--- src/rtl/stream_arb_pkg.sv ---
// Shared types and constants for the round-robin burst arbiter.
package stream_arb_pkg;

    typedef enum logic [0:0] {
        IDLE   = 1'b0,
        LOCKED = 1'b1
    } arb_state_e;

    localparam int BeatCntWidth = 16;

    function automatic logic [BeatCntWidth-1:0] sat_inc(input logic [BeatCntWidth-1:0] v);
        return (&v) ? v : v + BeatCntWidth'(1);
    endfunction

endpackage

--- src/rtl/rr_pick.sv ---
// Combinational round-robin picker: first set request after rr_i, wrapping modulo NumIn.
module rr_pick #(
    parameter int NumIn    = 4,
    parameter int IdxWidth = $clog2(NumIn)
) (
    input  logic [NumIn-1:0]    req_i,
    input  logic [IdxWidth-1:0] rr_i,
    output logic [IdxWidth-1:0] winner_o,
    output logic                any_o
);
    localparam int PtrWidth = IdxWidth + 1;
    localparam logic [PtrWidth-1:0] NumInP = PtrWidth'(NumIn);

    logic [NumIn-1:0]    rot;
    logic [NumIn-1:0]    rot_rev;
    logic [IdxWidth-1:0] lzc;
    logic                found;

    // Sums never exceed 2*NumIn-1, so a single conditional subtract is a full modulo.
    function automatic logic [IdxWidth-1:0] wrap(input logic [PtrWidth-1:0] p);
        logic [PtrWidth-1:0] r;
        r = (p >= NumInP) ? p - NumInP : p;
        return r[IdxWidth-1:0];
    endfunction

    for (genvar gi = 0; gi < NumIn; gi++) begin : g_rot
        assign rot[gi]               = req_i[wrap({1'b0, rr_i} + PtrWidth'(gi + 1))];
        assign rot_rev[NumIn-1-gi]   = rot[gi];
    end

    always_comb begin
        lzc   = '0;
        found = 1'b0;
        for (int k = 0; k < NumIn; k++) begin
            if (!found && rot_rev[NumIn-1-k]) begin
                lzc   = IdxWidth'(k);
                found = 1'b1;
            end
        end
    end

    assign winner_o = found ? wrap({1'b0, rr_i} + {1'b0, lzc} + PtrWidth'(1)) : '0;
    assign any_o    = |req_i;

endmodule

--- src/rtl/stream_rr_burst_arbiter.sv ---
// Round-robin valid/ready arbiter with packet lock and optional burst cap.
// Define STREAM_ARB_BEAT_STATS_EN to add per-input saturating transfer counters (beat_cnt_o).
module stream_rr_burst_arbiter
    import stream_arb_pkg::*;
#(
    parameter int NumIn     = 4,
    parameter int DataWidth = 32,
    parameter int MaxBurst  = 0,
    parameter int IdxWidth  = $clog2(NumIn)
) (
    input  logic                            clk_i,
    input  logic                            rst_i,
    input  logic                            clr_i,
    input  logic [NumIn-1:0][DataWidth-1:0] inp_data_i,
    input  logic [NumIn-1:0]                inp_last_i,
    input  logic [NumIn-1:0]                inp_valid_i,
    output logic [NumIn-1:0]                inp_ready_o,
    output logic [DataWidth-1:0]            oup_data_o,
    output logic                            oup_last_o,
    output logic [IdxWidth-1:0]             oup_idx_o,
    output logic                            oup_valid_o,
    input  logic                            oup_ready_i
`ifdef STREAM_ARB_BEAT_STATS_EN
    ,
    output logic [NumIn-1:0][BeatCntWidth-1:0] beat_cnt_o
`endif
);
    localparam int BeatWidth = (MaxBurst > 0) ? $clog2(MaxBurst + 1) : 1;
    localparam logic [IdxWidth-1:0] RrInit = IdxWidth'(NumIn - 1);

    arb_state_e           st_q, st_d;
    logic [IdxWidth-1:0]  rr_q, rr_d;
    logic [IdxWidth-1:0]  lock_q, lock_d;
    logic [BeatWidth-1:0] beat_q, beat_d;

    logic [IdxWidth-1:0]  pick_idx;
    logic                 pick_any;
    logic [IdxWidth-1:0]  win;
    logic                 win_valid;
    logic                 blocked;
    logic                 fire;
    logic                 burst_done;
    logic [BeatWidth-1:0] beat_inc;

    rr_pick #(
        .NumIn    (NumIn),
        .IdxWidth (IdxWidth)
    ) u_pick (
        .req_i    (inp_valid_i),
        .rr_i     (rr_q),
        .winner_o (pick_idx),
        .any_o    (pick_any)
    );

    // With MaxBurst=0 the beat counter never leaves zero and never forces a release.
    assign burst_done = (MaxBurst > 0) && (beat_q == BeatWidth'(MaxBurst - 1));
    assign beat_inc   = (MaxBurst > 0) ? beat_q + BeatWidth'(1) : '0;

    always_comb begin
        blocked = rst_i | clr_i;
        if (st_q == LOCKED) begin
            win       = lock_q;
            win_valid = inp_valid_i[lock_q];
        end else begin
            win       = pick_idx;
            win_valid = pick_any;
        end

        oup_valid_o      = win_valid & ~blocked;
        oup_data_o       = win_valid ? inp_data_i[win] : '0;
        oup_last_o       = win_valid & inp_last_i[win];
        oup_idx_o        = win_valid ? win : '0;
        inp_ready_o      = '0;
        inp_ready_o[win] = oup_ready_i & win_valid & ~blocked;
        fire             = oup_valid_o & oup_ready_i;

        st_d   = st_q;
        rr_d   = rr_q;
        lock_d = lock_q;
        beat_d = beat_q;
        if (fire) begin
            if (inp_last_i[win] || burst_done) begin
                st_d   = IDLE;
                rr_d   = win;
                beat_d = '0;
            end else begin
                st_d   = LOCKED;
                lock_d = win;
                beat_d = beat_inc;
            end
        end else if (oup_valid_o && st_q == IDLE) begin
            // Freeze the selection while the consumer stalls.
            st_d   = LOCKED;
            lock_d = win;
        end

        if (clr_i) begin
            st_d   = IDLE;
            rr_d   = RrInit;
            lock_d = '0;
            beat_d = '0;
        end
    end

    always_ff @(posedge clk_i or posedge rst_i) begin
        if (rst_i) begin
            st_q   <= IDLE;
            rr_q   <= RrInit;
            lock_q <= '0;
            beat_q <= '0;
        end else begin
            st_q   <= st_d;
            rr_q   <= rr_d;
            lock_q <= lock_d;
            beat_q <= beat_d;
        end
    end

`ifdef STREAM_ARB_BEAT_STATS_EN
    for (genvar gi = 0; gi < NumIn; gi++) begin : g_stats
        logic [BeatCntWidth-1:0] cnt_q, cnt_d;

        always_comb begin
            cnt_d = cnt_q;
            if (clr_i) begin
                cnt_d = '0;
            end else if (fire && win == IdxWidth'(gi)) begin
                cnt_d = sat_inc(cnt_q);
            end
        end

        always_ff @(posedge clk_i or posedge rst_i) begin
            if (rst_i) begin
                cnt_q <= '0;
            end else begin
                cnt_q <= cnt_d;
            end
        end

        assign beat_cnt_o[gi] = cnt_q;
    end
`endif

endmodule

--- config.mk ---
export PLATFORM = sky130hd
export DESIGN_NAME = stream_rr_burst_arbiter
export DESIGN_NICKNAME = d
export VERILOG_FILES = /design/src/rtl/stream_arb_pkg.sv /design/src/rtl/rr_pick.sv /design/src/rtl/stream_rr_burst_arbiter.sv
export SDC_FILE = /design/constraint.sdc
export NUM_CORES = 1
export LEC_CHECK = 0
export CORE_MARGIN = 3
export CORE_UTILIZATION = 31
export CTS_BUF_LIST = sky130_fd_sc_hd__clkbuf_8
export CTS_CLUSTER_SIZE = 14
export DETAILED_ROUTE_END_ITERATION = 10
export PLACE_DENSITY_LB_ADDON = 0.25
export SKIP_CTS_REPAIR_TIMING = 1
export SLEW_MARGIN = 20
export SYNTH_ARGS = -nofsm -noshare
export SYNTH_HDL_FRONTEND = slang
export SYNTH_SLANG_ARGS = --single-unit
--- constraint.sdc ---
create_clock -name clk_i -period 7.2 [get_ports clk_i]
set_clock_uncertainty 0.1 [all_clocks]
set_input_delay 0.72 -clock clk_i [delete_from_list [all_inputs] [get_ports clk_i]]
set_output_delay 0.72 -clock clk_i [all_outputs]
set_load 0.05 [all_outputs]
=== After elaboration in Yosys (flattened, before gate mapping) ===
Cells that the tools add are included.

* Output and inout bits: 40
* Word-level logic and storage cells: 94
* Bits in registers: 5

* Add/sub/neg operators: 11
* $lt $le $gt $ge: 12
* Reductions and logical operators: 14
* Bitwise gates (word level): 9
* Multiplexer cells: 44
* Eq/ne operators: 1

{| class="wikitable"
|+ Operator list
! cell !! number
|-
| binary-select mux 32 bit (select 2 bit) || 1
|-
| two-way mux 32 bit || 2
|-
| two-way mux 2 bit || 17
|-
| less-than comparator 2 x 3 -> 1 bit (second input constant) || 6
|-
| two-way mux 1 bit || 17
|-
| >= comparator 3 bit (second input constant) || 5
|-
| binary-select mux 1 bit (select 2 bit) || 6
|-
| subtractor 2 x 1 -> 2 bit (second input constant) || 5
|-
| adder 2 x 2 -> 3 bit (second input constant) || 2
|-
| AND 1 bit || 5
|-
| logical AND 1 bit || 5
|-
| AND 4 bit || 1
|-
| AND reduction 2 bit || 2
|-
| nonzero test 2 bit || 2
|-
| OR reduction 4 bit || 1
|-
| adder 2 x 1 -> 3 bit (second input constant) || 1
|-
| adder 2 x 2 -> 3 bit || 1
|-
| adder 2 x 3 -> 3 bit (second input constant) || 1
|-
| adder 3 x 1 -> 3 bit (second input constant) || 1
|-
| logical NOT 1 bit || 3
|-
| inequality test 3 bit (second input constant) || 1
|-
| nonzero test 3 bit || 1
|-
| demux 1 bit (select 2 bit) || 1
|-
| >= comparator 2 x 1 -> 1 bit (second input constant) || 1
|-
| other kinds (2) || 3
|}

=== Depth between registers and ports, before layout ===
Gate-level depths: netlist (run 1).

* Word-level depth: 26
* Mapped depth: 12
* Depth with buffers taken out: 11

=== Hierarchy ===
Synthesis (run 1) repeated with hierarchy kept, for this count alone.

* Cells, all modules: 146
* Area, all modules: 1627.8 µm²

{| class="wikitable"
|+ Modules (own cells, without submodules)
! module !! times used !! cells an instance !! area an instance (µm²)
|-
| stream_rr_burst_arbiter || 1 || 118 || 1433.9
|-
| rr_pick || 1 || 28 || 193.9
|}

=== Worst setup path after synthesis (run 1) ===
No wires, ideal clock.

* Path type: input port to output port
* Start: input port inp_valid_i[2]
* End: output port oup_data_o[15]
* Slack: 2.537 ns
* Arrival time: 3.843 ns
* Buffers on the path: 2
* Required time: 6.380 ns
* Stages: 10
* Path through: inv_1 > nor3_1 > a311o_1 > a221oi_1 > ha_1 > o21ai_1 > clkbuf_1 > clkbuf_1 > nand2_1 > a311oi_1

* Word-level cells in the longest chain between the ends: 21
* Elaborated cells on any way between the ends: 35
* Classes of those cells: add/sub (3); order compare (1); mux (24); reduce/logical (7)

{| class="wikitable"
|+ Ends and longest elaborated chain
! item !! RTL line !! text
|-
| start: declaration || stream_rr_burst_arbiter.sv:16 || <nowiki>input logic [NumIn-1:0] inp_valid_i,</nowiki>
|-
| binary-select mux 1 bit (select 2 bit) || rr_pick.sv:27 || <nowiki>assign rot[gi] = req_i[wrap({1'b0, rr_i} + PtrWidth'(gi + 1))];</nowiki>
|-
| two-way mux 1 bit (not written as such) || rr_pick.sv:27 ||
|-
| two-way mux 1 bit || rr_pick.sv:35 || <nowiki>if (!found && rot_rev[NumIn-1-k]) begin</nowiki>
|-
| logical NOT 1 bit || rr_pick.sv:35 ||
|-
| logical AND 1 bit || rr_pick.sv:35 ||
|-
| two-way mux 1 bit || rr_pick.sv:35 ||
|-
| logical NOT 1 bit || rr_pick.sv:35 ||
|-
| logical AND 1 bit || rr_pick.sv:35 ||
|-
| [... 5 more ...] || - ||
|-
| adder 3 x 1 -> 3 bit || rr_pick.sv:42 || <nowiki>assign winner_o = found ? wrap({1'b0, rr_i} + {1'b0, lzc} + PtrWidth'(1)) : '0;</nowiki>
|-
| >= comparator 3 bit or subtractor 2 x 1 -> 2 bit (tied branches) || rr_pick.sv:22 || <nowiki>r = (p >= NumInP) ? p - NumInP : p;</nowiki>
|-
| two-way mux 2 bit || rr_pick.sv:22 ||
|-
| two-way mux 2 bit || rr_pick.sv:42 ||
|-
| two-way mux 2 bit || stream_rr_burst_arbiter.sv:61 || <nowiki>if (st_q == LOCKED) begin</nowiki>
|-
| binary-select mux 32 bit (select 2 bit) || stream_rr_burst_arbiter.sv:70 || <nowiki>oup_data_o = win_valid ? inp_data_i[win] : '0;</nowiki>
|-
| two-way mux 32 bit (not written as such) || stream_rr_burst_arbiter.sv:70 ||
|-
| two-way mux 32 bit (*) || stream_rr_burst_arbiter.sv:70 ||
|-
| end: declaration || stream_rr_burst_arbiter.sv:18 || <nowiki>output logic [DataWidth-1:0] oup_data_o,</nowiki>
|}

Mark *: on every way between the ends. The rest lies on a longest branch, timed or not. The select of a mux whose other input is x is not followed.

=== Final worst setup path (run 1) ===
* Start: input port inp_valid_i[2]
* End: output port oup_last_o

* Word-level cells in the longest chain between the ends: 21
* Elaborated cells on any way between the ends: 35
* Classes of those cells: add/sub (3); order compare (1); mux (23); bitwise (1); reduce/logical (7)

{| class="wikitable"
|+ Ends and longest elaborated chain
! item !! RTL line !! text
|-
| binary-select mux 1 bit (select 2 bit) || rr_pick.sv:27 ||
|-
| two-way mux 1 bit (not written as such) || rr_pick.sv:27 ||
|-
| two-way mux 1 bit || rr_pick.sv:35 ||
|-
| logical NOT 1 bit || rr_pick.sv:35 ||
|-
| logical AND 1 bit || rr_pick.sv:35 ||
|-
| two-way mux 1 bit || rr_pick.sv:35 ||
|-
| logical NOT 1 bit || rr_pick.sv:35 ||
|-
| logical AND 1 bit || rr_pick.sv:35 ||
|-
| [... 5 more ...] || - ||
|-
| adder 3 x 1 -> 3 bit || rr_pick.sv:42 ||
|-
| >= comparator 3 bit or subtractor 2 x 1 -> 2 bit (tied branches) || rr_pick.sv:22 ||
|-
| two-way mux 2 bit || rr_pick.sv:22 ||
|-
| two-way mux 2 bit || rr_pick.sv:42 ||
|-
| two-way mux 2 bit || stream_rr_burst_arbiter.sv:61 ||
|-
| binary-select mux 1 bit (select 2 bit) || stream_rr_burst_arbiter.sv:71 || <nowiki>oup_last_o = win_valid & inp_last_i[win];</nowiki>
|-
| two-way mux 1 bit (not written as such) || stream_rr_burst_arbiter.sv:71 ||
|-
| AND 1 bit (*) || stream_rr_burst_arbiter.sv:71 ||
|-
| end: declaration || stream_rr_burst_arbiter.sv:19 || <nowiki>output logic oup_last_o,</nowiki>
|}

Marks and branches as above.

==> results.py, run 1 <==
metrics = {
    "global_routing": {
        "track_usage_pct": 25.5,
        "antenna_found_initial": 0,
        "grt_pass1_vias": 2626,
        "overflow": 0,
        "grt_pass1_wl_mm": 12.8,
        "grt_start_max_net_pins": 68,
    },
    "yosys": {
        "synth_top_area_share_pct": 30.6,
        "syn_avg_cell_area_sq_um": 5.60,
        "syn_inst": 289,
        "synth-warning-count": 0,
        "syn-num-nets": 430,
        "synth.area.top_cells": "nand2_1 (31%), a311oi_1 (17%), and3_1 (12%)",
        "ys_ff_latch": 5,
        "syn-cell-area_sq_um": 1620,
        "seq_area_frac_synth_pct": 7.88,
        "synth_area_leader_cell": "nand2_1",
        "ys_types": 38,
    },
    "critical_path": {
        "end_kind": "primary output",
        "r2r_end": "lock_q[0]$_DFFE_PP0P_",
        "rr_worst_depth": 11,
        "required_ns": 6.38,
        "arrival_ns": 4.91,
        "cp-startpoint": "inp_valid_i[2]",
        "r2r_setup_slack_ns": 3.42,
        "cp_max_fo": 20,
        "cp-start-kind": "primary input",
        "crit_end": "oup_last_o",
        "regToRegStartpoint": "rr_q[0]$_DFFE_PP1P_",
        "critPathKind": "in -> out",
    },
    "sta": {
        "finalCritPeriodShare_pct": 79.5,
        "setup_violations": 0,
        "fin_crit_ns": 5.73,
        "fin_hold_ws_ns": 0.479,
        "slew_viol_final": 0,
        "worst_slew_pin_slew_ns": 0.706,
        "setup-tns-final_ns": 0,
        "fmax_mhz": 175,
        "max-slew-margin-rel_pct": 52.9,
        "hold_viol_final": 0,
        "rsz0062_at_grt": "false",
    },
    "cells_and_area": {
        "area_growth_pct": 115,
        "fin_nets": 591,
        "diodes": 0,
        "drive_above_1_share_pct": 3.34,
        "most-common-layout-cells": "clkdlybuf4s50_1 (179), nand2_1 (132), and3_1 (32), a311oi_1 (32), nor2_1 (17)",
        "final_cell_area_sq_um": 3490,
        "final_common_cell": "clkdlybuf4s50_1",
        "fill_cells": 406,
    },
    "floorplanning": {
        "row_count": 25,
        "start_util_pct": 33.2,
        "die_x_microns": 78.3,
        "design.core.area_sq_um": 4880,
        "die_h_microns": 78.3,
        "ios": 180,
        "dieArea_sq_um": 6130,
    },
    "pwr": {
        "cellLeakagePower_uw": 0.00148,
        "ir_drop_mv": 0.374,
        "finalPower_uw": 2010,
        "p_per_area_nw_per_um2": 577,
    },
    "clocking": {
        "htree_num_levels": 1,
        "clock-sinks": 5,
        "clkTransAtPathRegs_ns": 0.04,
        "cts_tree": "built",
        "clk_latency_ns": 0.22,
        "cts_buffers": 3,
        "clockRootBuffer": "clkbuf_8",
        "clockBufferDepth": 2,
    },
    "place": {
        "dp_hpwl_mm": 6.45,
        "gp_congestion": 0.934,
        "portBuffers": 179,
        "placed_cell_area_sq_um": 3440,
    },
    "run_status": {
        "status": "finished clean",
    },
    "drt": {
        "dr.pass1.iters": 4,
        "drc": 0,
        "drt.antenna.violating_nets": 0,
        "wire_per_inst_microns": 16.3,
        "dr_total_vias": 2766,
        "vias_per_cell": 5.36,
        "drt-initial-drc-count": 175,
        "wl_mm": 8.43,
    },
    "hold_path": {
        "min_path_cells": 2,
        "hold_path_class": "reg -> reg",
    },
    "job": {
        "drv_cap": 0,
    },
}
==> sequential cells by signal, summed over array words and instances (netlist names) <==
name and cells:
lock_q 2, rr_q 2, st_q 1
==> cell families (layout without fill, tap and decap cells) <==
group	count (synthesis)	after routing	share of synthesized area, %
and+or+nand+nor	194	194	51.5
adders and majority gates	1	1	0.773
buffers and inverters	32	192	7.96
xor gates and xnor gates	2	2	1.08
muxes	5	5	3.94
DFF	5	5	7.88
AOI/OAI and AO/OA	50	50	26.8
==> worst min-delay path by stage <==
stage | slack [ns] | endpoint | from
final | 0.48 | rr_q[1]$_DFFE_PP1P_ | rr_q[1]$_DFFE_PP1P_
after global routing | 0.53 | rr_q[0]$_DFFE_PP1P_ | rr_q[0]$_DFFE_PP1P_
after CTS | 0.48 | rr_q[1]$_DFFE_PP1P_ | rr_q[1]$_DFFE_PP1P_
after detailed placement | 0.46 | rr_q[1]$_DFFE_PP1P_ | rr_q[1]$_DFFE_PP1P_
after global placement | 0.47 | rr_q[1]$_DFFE_PP1P_ | rr_q[1]$_DFFE_PP1P_
after floorplan | 0.40 | lock_q[0]$_DFFE_PP0P_ | rst_i
==> cells in the mapped netlist (all sizes together) <==
cell type and number:
nand2 132, a311oi 32, and3 32, clkbuf 23
nor2 17, inv 6, nor3 6, buf 3
dfrtp 3, mux2i 3, o21ai 3, a211oi 2
a21o 2, a2bb2oi 2, and2 2, dfstp 2
nand2b 2, xnor2 2, a221oi 1, a311o 1
a32o 1, ha 1, mux2 1, mux4 1
nand3 1, nor2b 1, nor4b 1, o21a 1
o221ai 1, o22ai 1, o2bb2ai 1, o311a 1
o311ai 1
==> where the power goes <==
part / internal, uW / switching [uW]
Clock: 36.7 / 15.1
Sequential: 39.0 / 15.9
Combinational: 648 / 1260
==> metrics by stage <==
| stage | utilization (%) | worst slack (ns) | instances |
|---|---|---|---|
| finish | 71.4 | 1.47 | 516 |
| global route | 71.4 | 1.19 | 516 |
| CTS | 71.4 | 1.47 | 516 |
| detailed placement | 70.5 | 1.48 | 512 |
| global placement | 70.4 | 1.60 | 512 |
| floorplan | - | 2.54 | 289 |
==> cell type report <==
| type | count | area (sq um) | area share (%) |
|---|---|---|---|
| multi-input combinational | 252 | 1390 | 39.9 |
| clock buffer | 3 | 41.3 | 1.18 |
| timing repair buffer | 182 | 1810 | 52.0 |
| tap | 67 | 83.8 | 2.40 |
| sequential | 5 | 128 | 3.66 |
| clock inverter | 1 | 3.75 | 0.108 |
| inverter | 6 | 22.5 | 0.646 |
==> per-layer routing <==
layer	wire (microns)	global-route usage, %
met5	0	0
met3	713	6.08
met2	4130	45.5
met4	413	12.8
met1	3170	28.0
==> critical path, cell delays in order <==
cell and delay (ns):
clkdlybuf4s50_1 0.58, inv_1 0.08, a311o_1 0.36, a221oi_1 0.33, ha_1 0.23, xnor2_1 0.13, xnor2_1 0.19, a2bb2oi_4 0.47
buf_4 0.37, mux2i_1 0.18, and2_1 0.19, a211oi_1 0.23, clkdlybuf4s50_1 0.84
Note: power is estimated with default switching activity, not from simulation.
==> run 2: changes to the inputs <==
CORE_UTILIZATION = 29   (was 31)
clock period = 5.59 ns   (was 7.2 ns; I/O delays follow)
==> results.py, run 2 (synthesis gave the netlist of run 1 again) <==
metrics = {
    "run_status": {
        "status": "finished clean",
    },
    "cells_and_area": {
        "top_regs": "lock_q (2), rr_q (2), st_q (1)",
        "drive_above_1_share_pct": 5.09,
        "final_common_cell": "clkdlybuf4s50_1",
        "fin_util_pct": 67.2,
        "final_cells": 522,
        "diodes": 0,
        "most-common-layout-cells": "clkdlybuf4s50_1 (174), nand2_1 (132), and3_1 (32), a311oi_1 (32), nor2_1 (17)",
        "fin_nets": 594,
        "area_growth_pct": 117,
    },
    "critical_path": {
        "crit_slowest_cell": "clkdlybuf4s50_1",
        "end_kind": "primary output",
        "required_ns": 4.93,
        "cp_max_fo": 15,
        "worstPathCellList": "clkdlybuf4s50_1 -> inv_1 -> a311o_1 -> a221oi_1 -> ha_1 -> xnor2_1 -> xnor2_1 -> a2bb2oi_4 -> buf_4 -> mux2i_1 -> and2_1 -> a211oi_1 -> clkdlybuf4s50_1",
        "crit_buf_inv": 4,
        "arrival_ns": 4.21,
        "cp-start-kind": "primary input",
        "cp_top_family": "buffers and inverters",
        "critPathKind": "in -> out",
        "critical-path-max-stage-delay_ns": 0.84,
    },
    "pwr": {
        "finalPower_uw": 2620,
        "cellLeakagePower_uw": 0.00151,
        "ir_drop_mv": 0.499,
        "p_per_area_nw_per_um2": 744,
    },
    "job": {
        "drv_cap": 0,
    },
    "clocking": {
        "cts_tree": "built",
        "htree_num_levels": 1,
        "clockRootBuffer": "clkbuf_8",
        "cts_buffers": 3,
        "clkTransAtPathRegs_ns": 0.03,
        "clock-sinks": 5,
        "clockBufferDepth": 2,
        "clk_latency_ns": 0.22,
    },
    "global_routing": {
        "grtUsageMet1_pct": 26.1,
        "antenna_found_initial": 0,
        "grt_pass1_wl_mm": 12.0,
        "busiest_layer": "met2",
        "overflow": 0,
        "use_met2_pct": 42.1,
        "grt_start_max_net_pins": 54,
        "grtUsageMet3_pct": 5.94,
        "grt_pass1_vias": 2542,
        "track_usage_pct": 23.1,
    },
    "place": {
        "pre_cts_ws_ns": 0.694,
        "gp_congestion": 0.839,
        "portBuffers": 179,
        "dp_hpwl_mm": 6.47,
        "dp.cells": 518,
    },
    "drt": {
        "dr.pass1.iters": 4,
        "dr_total_vias": 2677,
        "drt.antenna.violating_nets": 0,
        "wl_mm": 8.21,
        "drc": 0,
        "wire_per_inst_microns": 15.7,
        "vias_per_cell": 5.13,
        "drt-initial-drc-count": 126,
    },
    "floorplanning": {
        "ios": 180,
        "dieArea_sq_um": 6520,
        "die_x_microns": 80.7,
        "design.core.area_sq_um": 5240,
        "row_count": 26,
        "start_util_pct": 30.9,
        "die_h_microns": 80.7,
    },
    "sta": {
        "hold_viol_final": 0,
        "max-slew-margin-rel_pct": 63.9,
        "fin_crit_ns": 4.87,
        "rsz0062_at_grt": "false",
        "fmax_mhz": 205,
        "setup_violations": 0,
        "slew_viol_final": 0,
        "setup_ws_ns": 0.720,
        "setup-tns-final_ns": 0,
        "finalCritPeriodShare_pct": 87.1,
        "worst_slew_pin_slew_ns": 0.540,
    },
    "hold_path": {
        "hold_path_class": "reg -> reg",
    },
}
run 2: cell types whose count changed in the layout (fill, tap and decap cells not counted), sizes merged:
cell           previous run  this run
buf                       3        11
clkdlybuf4s50           179       174
run 2: path summary, 6_finish.rpt:
check,end,from,slack [ns],cells past startpoint
max reg2reg,lock_q[0]$_DFFE_PP0P_,rr_q[0]$_DFFE_PP1P_,2.32,11
min,rr_q[1]$_DFFE_PP1P_,rr_q[1]$_DFFE_PP1P_,0.47,2
min reg2reg,rr_q[1]$_DFFE_PP1P_,rr_q[1]$_DFFE_PP1P_,0.47,2
min in group asynchronous,st_q$_DFFE_PP0P_,rst_i,0.53,2
max in group asynchronous,rr_q[1]$_DFFE_PP1P_,rst_i,4.62,2
max,oup_last_o,inp_valid_i[2],0.72,13
run 2: per-stage QoR:
step | cell area, sq um | hold WS, ns
2_1_floorplan | 1620 | 0.236
3_3_place_gp | 3470 | 0.471
3_5_place_dp | 3470 | 0.472
4_1_cts | 3520 | 0.478
5_1_grt | 3520 | 0.506
6_report | 3520 | 0.473
run 2: worst register-to-register path, stage by stage (launching register included):
cell	delay (ns)
dfstp_2	0.61
nor3_1	0.08
a311o_1	0.31
a221oi_1	0.27
ha_1	0.21
xnor2_1	0.07
xnor2_1	0.26
a2bb2oi_4	0.19
buf_4	0.24
mux2i_1	0.39
o221ai_1	0.19
a32o_1	0.23
run 2: cell type report:
| class | instances | area (sq um) |
|---|---|---|
| inverter | 6 | 22.5 |
| fill | 488 | 1720 |
| tap | 70 | 87.6 |
| timing repair buffer | 185 | 1850 |
| clock buffer | 3 | 41.3 |
| multi-input combinational | 252 | 1390 |
| clock inverter | 1 | 3.75 |
| sequential | 5 | 128 |
run 2: power by group:
group	leakage [uW]	total (uW)	internal, uW	switching, uW
Combinational	0.00142	2480	863	1620
Sequential	0.0000612	71.0	50.3	20.7
Clock	0.0000269	63.6	47.0	16.7
run 2: metal layers:
layer / up-vias / wire [microns]
met5: - / 0
met4: 0 / 198
met1: 1194 / 3110
met2: 120 / 4130
met3: 18 / 761
li1: 1345 / -
